<file path="config.mk">
export PLATFORM = sky130hd
export DESIGN_NAME = hbridge_pwm_dt_ctrl
export DESIGN_NICKNAME = d
export VERILOG_FILES = /design/src/rtl/hbridge_pwm_dt_ctrl.sv
export SDC_FILE = /design/constraint.sdc
export NUM_CORES = 1
export LEC_CHECK = 0
export CELL_PAD_IN_SITES_DETAIL_PLACEMENT = 0
export CELL_PAD_IN_SITES_GLOBAL_PLACEMENT = 1
export CORE_ASPECT_RATIO = 1.1
export CORE_MARGIN = 5
export CORE_UTILIZATION = 44
export DETAILED_ROUTE_END_ITERATION = 10
export PLACE_DENSITY_LB_ADDON = 0.1
export SETUP_SLACK_MARGIN = 0.4
export SLEW_MARGIN = 15
export SYNTH_ARGS = -nofsm -noshare
export SYNTH_HDL_FRONTEND = slang
export SYNTH_SLANG_ARGS = --single-unit
</file>
<file path="constraint.sdc">
create_clock -name i_clk -period 4.3 [get_ports i_clk]
set_input_delay 0.86 -clock i_clk [delete_from_list [all_inputs] [get_ports i_clk]]
set_output_delay 0.86 -clock i_clk [all_outputs]
set_load 0.02 [all_outputs]
</file>
<file path="src/rtl/hbridge_pwm_dt_ctrl.sv">
// hbridge_pwm_dt_ctrl: full-bridge gate controller with a period-aligned PWM
// counter, period-boundary duty reload, dead-time insertion and latched fault.
// Optional macro FBC_SLEW_LIMIT_EN: duty ramps by at most SLEW_STEP per reload,
// and polarity reversals ramp through zero before dead time is taken.
module hbridge_pwm_dt_ctrl #(
  parameter int VAL_W     = 11,
  parameter int DEAD_TIME = 5000,
  parameter int SLEW_STEP = 8
) (
  input  logic             i_clk,
  input  logic             i_reset_n,
  input  logic             i_en,
  input  logic [VAL_W-1:0] i_signed_val,
  input  logic             i_fault,
  input  logic             i_fault_clr,
  output logic             o_TrPL,
  output logic             o_TrNL,
  output logic             o_TrPR,
  output logic             o_TrNR,
  output logic             o_fault,
  output logic             o_period_start,
  output logic [2:0]       o_state
);

  localparam int CW = VAL_W - 1;
  localparam int DW = (DEAD_TIME > 1) ? $clog2(DEAD_TIME) : 1;
  localparam logic [CW-1:0] CNT_MAX = '1;
  localparam logic [DW-1:0] DT_LAST = DW'(DEAD_TIME - 1);
  localparam logic [CW-1:0] STEP    = CW'(SLEW_STEP);
`ifdef FBC_SLEW_LIMIT_EN
  localparam bit SLEW_ON = 1'b1;
`else
  localparam bit SLEW_ON = 1'b0;
`endif

  typedef enum logic [2:0] {
    S_IDLE  = 3'd0,
    S_DEAD  = 3'd1,
    S_POS   = 3'd2,
    S_NEG   = 3'd3,
    S_FAULT = 3'd4
  } state_t;

  state_t        r_state;
  logic [CW-1:0] r_cnt;
  logic [CW-1:0] r_duty;
  logic [DW-1:0] r_dcnt;
  logic          r_TrPL, r_TrNL, r_TrPR, r_TrNR;
  logic          r_fault;
  logic          r_ps;

  // command magnitude; the most-negative code has no positive twin, so saturate
  logic          w_neg;
  logic          w_min;
  logic [CW-1:0] w_negv;
  logic [CW-1:0] w_mag;

  assign w_neg  = i_signed_val[VAL_W-1];
  assign w_min  = w_neg && (i_signed_val[CW-1:0] == '0);
  assign w_negv = ~i_signed_val[CW-1:0] + CW'(1);
  assign w_mag  = !w_neg ? i_signed_val[CW-1:0] : (w_min ? '1 : w_negv);

  // reload decision: new duty and whether the reload turns into a reversal
  logic          w_opp;
  logic          w_rl_dead;
  logic [CW-1:0] w_rl_duty;
  logic [CW-1:0] w_entry_duty;
  logic [CW-1:0] w_up, w_dn;

  assign w_opp = (r_state == S_POS) ? w_neg : !w_neg;
  assign w_up  = w_mag - r_duty;
  assign w_dn  = r_duty - w_mag;

  // with slewing the applied duty walks toward the command; reversal waits for zero
  always_comb begin
    w_rl_dead    = w_opp;
    w_rl_duty    = w_mag;
    w_entry_duty = w_mag;
    if (SLEW_ON) begin
      w_entry_duty = '0;
      if (w_opp) begin
        w_rl_dead = (r_duty == '0);
        w_rl_duty = (r_duty > STEP) ? r_duty - STEP : '0;
      end else if (w_mag > r_duty) begin
        w_rl_duty = (w_up > STEP) ? r_duty + STEP : w_mag;
      end else begin
        w_rl_duty = (w_dn > STEP) ? r_duty - STEP : w_mag;
      end
    end
  end

  // next-state: fault > disable > sign change > duty reload
  state_t        w_nstate;
  logic [CW-1:0] w_ncnt;
  logic [CW-1:0] w_nduty;
  logic [DW-1:0] w_ndcnt;

  always_comb begin
    w_nstate = r_state;
    w_ncnt   = r_cnt;
    w_nduty  = r_duty;
    w_ndcnt  = r_dcnt;
    if (i_fault) begin
      w_nstate = S_FAULT;
      w_ncnt   = '0;
      w_nduty  = '0;
      w_ndcnt  = '0;
    end else if (r_state == S_FAULT) begin
      if (i_fault_clr) w_nstate = S_IDLE;
    end else if (!i_en) begin
      w_nstate = S_IDLE;
      w_ncnt   = '0;
      w_nduty  = '0;
      w_ndcnt  = '0;
    end else begin
      case (r_state)
        S_IDLE: begin
          w_nstate = S_DEAD;
          w_ndcnt  = '0;
        end
        S_DEAD: begin
          if (r_dcnt == DT_LAST) begin
            w_nstate = w_neg ? S_NEG : S_POS;
            w_ncnt   = '0;
            w_nduty  = w_entry_duty;
            w_ndcnt  = '0;
          end else begin
            w_ndcnt  = r_dcnt + DW'(1);
          end
        end
        S_POS, S_NEG: begin
          if (r_cnt == CNT_MAX) begin
            w_ncnt = '0;
            if (w_rl_dead) begin
              w_nstate = S_DEAD;
              w_nduty  = '0;
              w_ndcnt  = '0;
            end else begin
              w_nduty  = w_rl_duty;
            end
          end else begin
            w_ncnt = r_cnt + CW'(1);
          end
        end
        default: w_nstate = S_IDLE;
      endcase
    end
  end

  // state, counters and gate/status outputs all registered from next values
  always_ff @(posedge i_clk or negedge i_reset_n) begin
    if (!i_reset_n) begin
      r_state <= S_IDLE;
      r_cnt   <= '0;
      r_duty  <= '0;
      r_dcnt  <= '0;
      r_TrPL  <= 1'b0;
      r_TrNL  <= 1'b0;
      r_TrPR  <= 1'b0;
      r_TrNR  <= 1'b0;
      r_fault <= 1'b0;
      r_ps    <= 1'b0;
    end else begin
      r_state <= w_nstate;
      r_cnt   <= w_ncnt;
      r_duty  <= w_nduty;
      r_dcnt  <= w_ndcnt;
      r_TrPL  <= (w_nstate == S_POS) && (w_ncnt < w_nduty);
      r_TrNR  <= (w_nstate == S_POS);
      r_TrPR  <= (w_nstate == S_NEG) && (w_ncnt < w_nduty);
      r_TrNL  <= (w_nstate == S_NEG);
      r_fault <= (w_nstate == S_FAULT);
      r_ps    <= ((w_nstate == S_POS) || (w_nstate == S_NEG)) && (w_ncnt == '0);
    end
  end

  assign o_TrPL         = r_TrPL;
  assign o_TrNL         = r_TrNL;
  assign o_TrPR         = r_TrPR;
  assign o_TrNR         = r_TrNR;
  assign o_fault        = r_fault;
  assign o_period_start = r_ps;
  assign o_state        = r_state;

endmodule

</file>
==> results of run 1 <==
-- synth_stat cells (all sizes together) (3+ instances only) --
cell type	instances	area (sq um)
or2	3	18.77
inv	7	26.28
a22oi	5	37.54
o22ai	5	31.28
nor4	6	58.80
nand3	19	95.09
nand2b	6	37.54
xor2	4	35.03
or3	6	37.54
nor2	22	82.58
dfrtp	42	1051
nand3b	5	37.54
clkbuf	9	33.78
xnor2	7	61.31
and2	5	31.28
a21o	7	52.55
ha	12	150.1
or4	4	33.78
a21oi	14	70.07
o21a	3	22.52
nand2	27	101.4
nor3	10	55.05
and3	5	31.28
nand4	5	46.29
nor2b	6	37.54
o31ai	10	88.83
a22o	8	70.07
o21ai	25	125.1
-- final timing paths --
check,from,to,depth (start not counted)
setup / recovery,i_signed_val[0],o_TrPR,15
hold / removal,r_duty[8],r_duty[8],2
setup reg to reg,r_cnt[0],o_TrPR,14
hold reg to reg,r_duty[8],r_duty[8],2
max in group asynchronous,i_reset_n,r_duty[6],1
min in group asynchronous,i_reset_n,o_fault,1
-- metal layers --
metal	up-vias	global-route usage, %	part of all wire, %
met2	34	35.40	52
met4	0	5.844	1.8
met3	12	3.070	2.7
met5	-	0	0
li1	1256	-	-
met1	1238	24.05	44
-- area by class of cell --
cell class | count | area (sq um)
inverters | 7 | 26.28
clock inverters | 2 | 13.76
flip-flops and latches | 42 | 1051
well taps | 80 | 100.1
clock buffers | 6 | 72.57
fillers | 650 | 2952
multi-input cells | 258 | 1735
repair buffers | 30 | 280.3
-- metrics by stage --
step / hold WS (ns) / instance area [sq um] / util, % / total power [W]
floorplan: 0.4441 / 2844 / - / 0.0004517
global placement: 0.4607 / 3181 / 51.04 / 0.0004983
detailed placement: 0.4783 / 3181 / 51.04 / 0.0004982
CTS: 0.4961 / 3267 / 52.43 / 0.0007565
global route: 0.5034 / 3279 / 52.63 / 0.0007848
finish: 0.4854 / 3279 / 52.63 / 0.0007541
-- state kept, by name, indices dropped and copies added (netlist names), 3 cells and up --
signal   count
r_dcnt      13
r_cnt       10
o_state      3
r_duty      10
-- report_power, final --
group | switching (W) | leakage, nW | internal (W) | total [W]
logic | 0.0000536 | 0.754 | 0.0000355 | 0.0000891
registers | 0.00000479 | 0.580 | 0.000396 | 0.000401
clock network | 0.000149 | 0.0452 | 0.000115 | 0.000264
total | 0.000207 | 1.38 | 0.000547 | 0.000754
-- kinds of logic (layout without fill, tap and decap cells) --
logic type,count (synthesis),in the layout,share of synthesized area [%]
flops,42,42,36.96
buf+inv,18,45,2.464
fa+ha+maj,12,12,5.279
xor+xnor,11,11,3.388
compound gates,95,95,23.23
simple gates,140,140,28.68
-- worst max-delay path, cell delays in order --
cell and delay (ns):
clkdlybuf4s50_1 0.44, inv_1 0.11, ha_1 0.17, or3b_4 0.43
nor4_2 0.30, nor2_1 0.09, or4_1 0.43, a21o_1 0.21
ha_1 0.17, a21o_1 0.17, a21o_1 0.17, a21oi_1 0.14
o21a_1 0.14, nand2_1 0.05, a21oi_1 0.12
-- timing repair --
item,CTS,global route
endpoints found under the setup margin,0,2
hold buffers,0,0
gates resized for setup,0,3
==> results.tsv, run 1 <==
metric	value	unit
Setup WS pre-CTS	0.1376	ns
drt pass-1 iters	4	
Tcrit/Tclk final	87.77	%
All-Layer GR Usage	19.69	%
DP Wirelength	5811	um
Max FO, Critical Path	7	
Slew Limit Headroom	36.04	%
RSZ-0062 raised after global routing	no	
sequential share of the synthesized area	36.96	%
DR WL/cell	17.98	um
CTS H-tree lvls	2	
Clock Pin Slew Worst Setup and Hold Paths	0.08	ns
Crit Path Class	in -> reg	
synth unique cells	60	
Die Wd	86.66	um
Max Cap Viol	0	
Final Max Slew Viols	0	
largest net degree at the start of global routing	43	
DRC Markers	0	
vias in the first global route	2478	
Critical Path RT	4.53	ns
post-synthesis cell area	0.002844	sq mm
Synth-to-Final Area Change	15.31	%
Avg Cell Area, Syn	8.943	sq um
clk_lat worst skew	0.30	ns
antenna violations before repair	0	
slew at the pin closest to its max-slew limit	0.9594	ns
ys async rst share	100.0	%
Power Dens Cells	230.0	mW/mm^2
Ys Warns	0	
core footprint	0.006231	sq mm
commonest cells after routing, fill and taps aside	dfrtp_1, nand2_1, clkdlybuf4s50_1, nor2_1	
Worst Hold Class	reg -> reg	
minimum clock period	3.774	ns
Max Root-Sink Buffers	2	
Ports	25	
vias per cell	5.976	
status	finished, final reports clean	
Peak Freq	0.2650	GHz
post-synthesis cell count	318	
Peak VDD IR	0.1411	mV
setup slack after layout	0.5258	ns
final std cells w/o fill	425	
most common flop cell mapped by yosys	dfrtp_1	
Pleak	1.380	nW
Antenna diodes	0	
Setup violations, final	0	
Vias	2540	
number of synthesized flops with an enable pin	0	
Post-Route WL	7641	um
Initial Utilization	45.64	%
Hold Vio Cnt, Final	0	
remaining global-route overflow	0	
setup bufs post-CTS	0	
Clock Sinks	42	
chip height	94.32	um
antenna-violating nets left	0	
CTS Root Cell	clkbuf_8	
row cnt	30	
critical path capture point type	flip-flop	
flops & latches, synth	42	
CTS tree	done	
RD Place Congestion	0.9125	
DR iter-0 viols	157	
area of the die	0.008173	sq mm
Final Skew	0.009972	ns
Cells after DPL	417	
CTS Buf Count	5	
# port buffers	24	
setup TNS	0	ns
NumNets Final	372	
FF-to-FF setup slack	0.89	ns
critical path startpoint category	input pin	
share of layout cells above drive strength 1	8.406	%
Mapped Nets	346	
most common cell after layout, fill and taps aside	dfrtp_1	
first-pass GRT wire length	12610	um
Worst EP arrival	4.00	ns
(Power assumes the default switching activity.)
==> inputs of run 2 (changes only) <==
SKIP_CTS_REPAIR_TIMING = 1   (was default)
==> results of run 2 <==
Same layout as run 1: the final DEF is identical, and so are final timing and power.
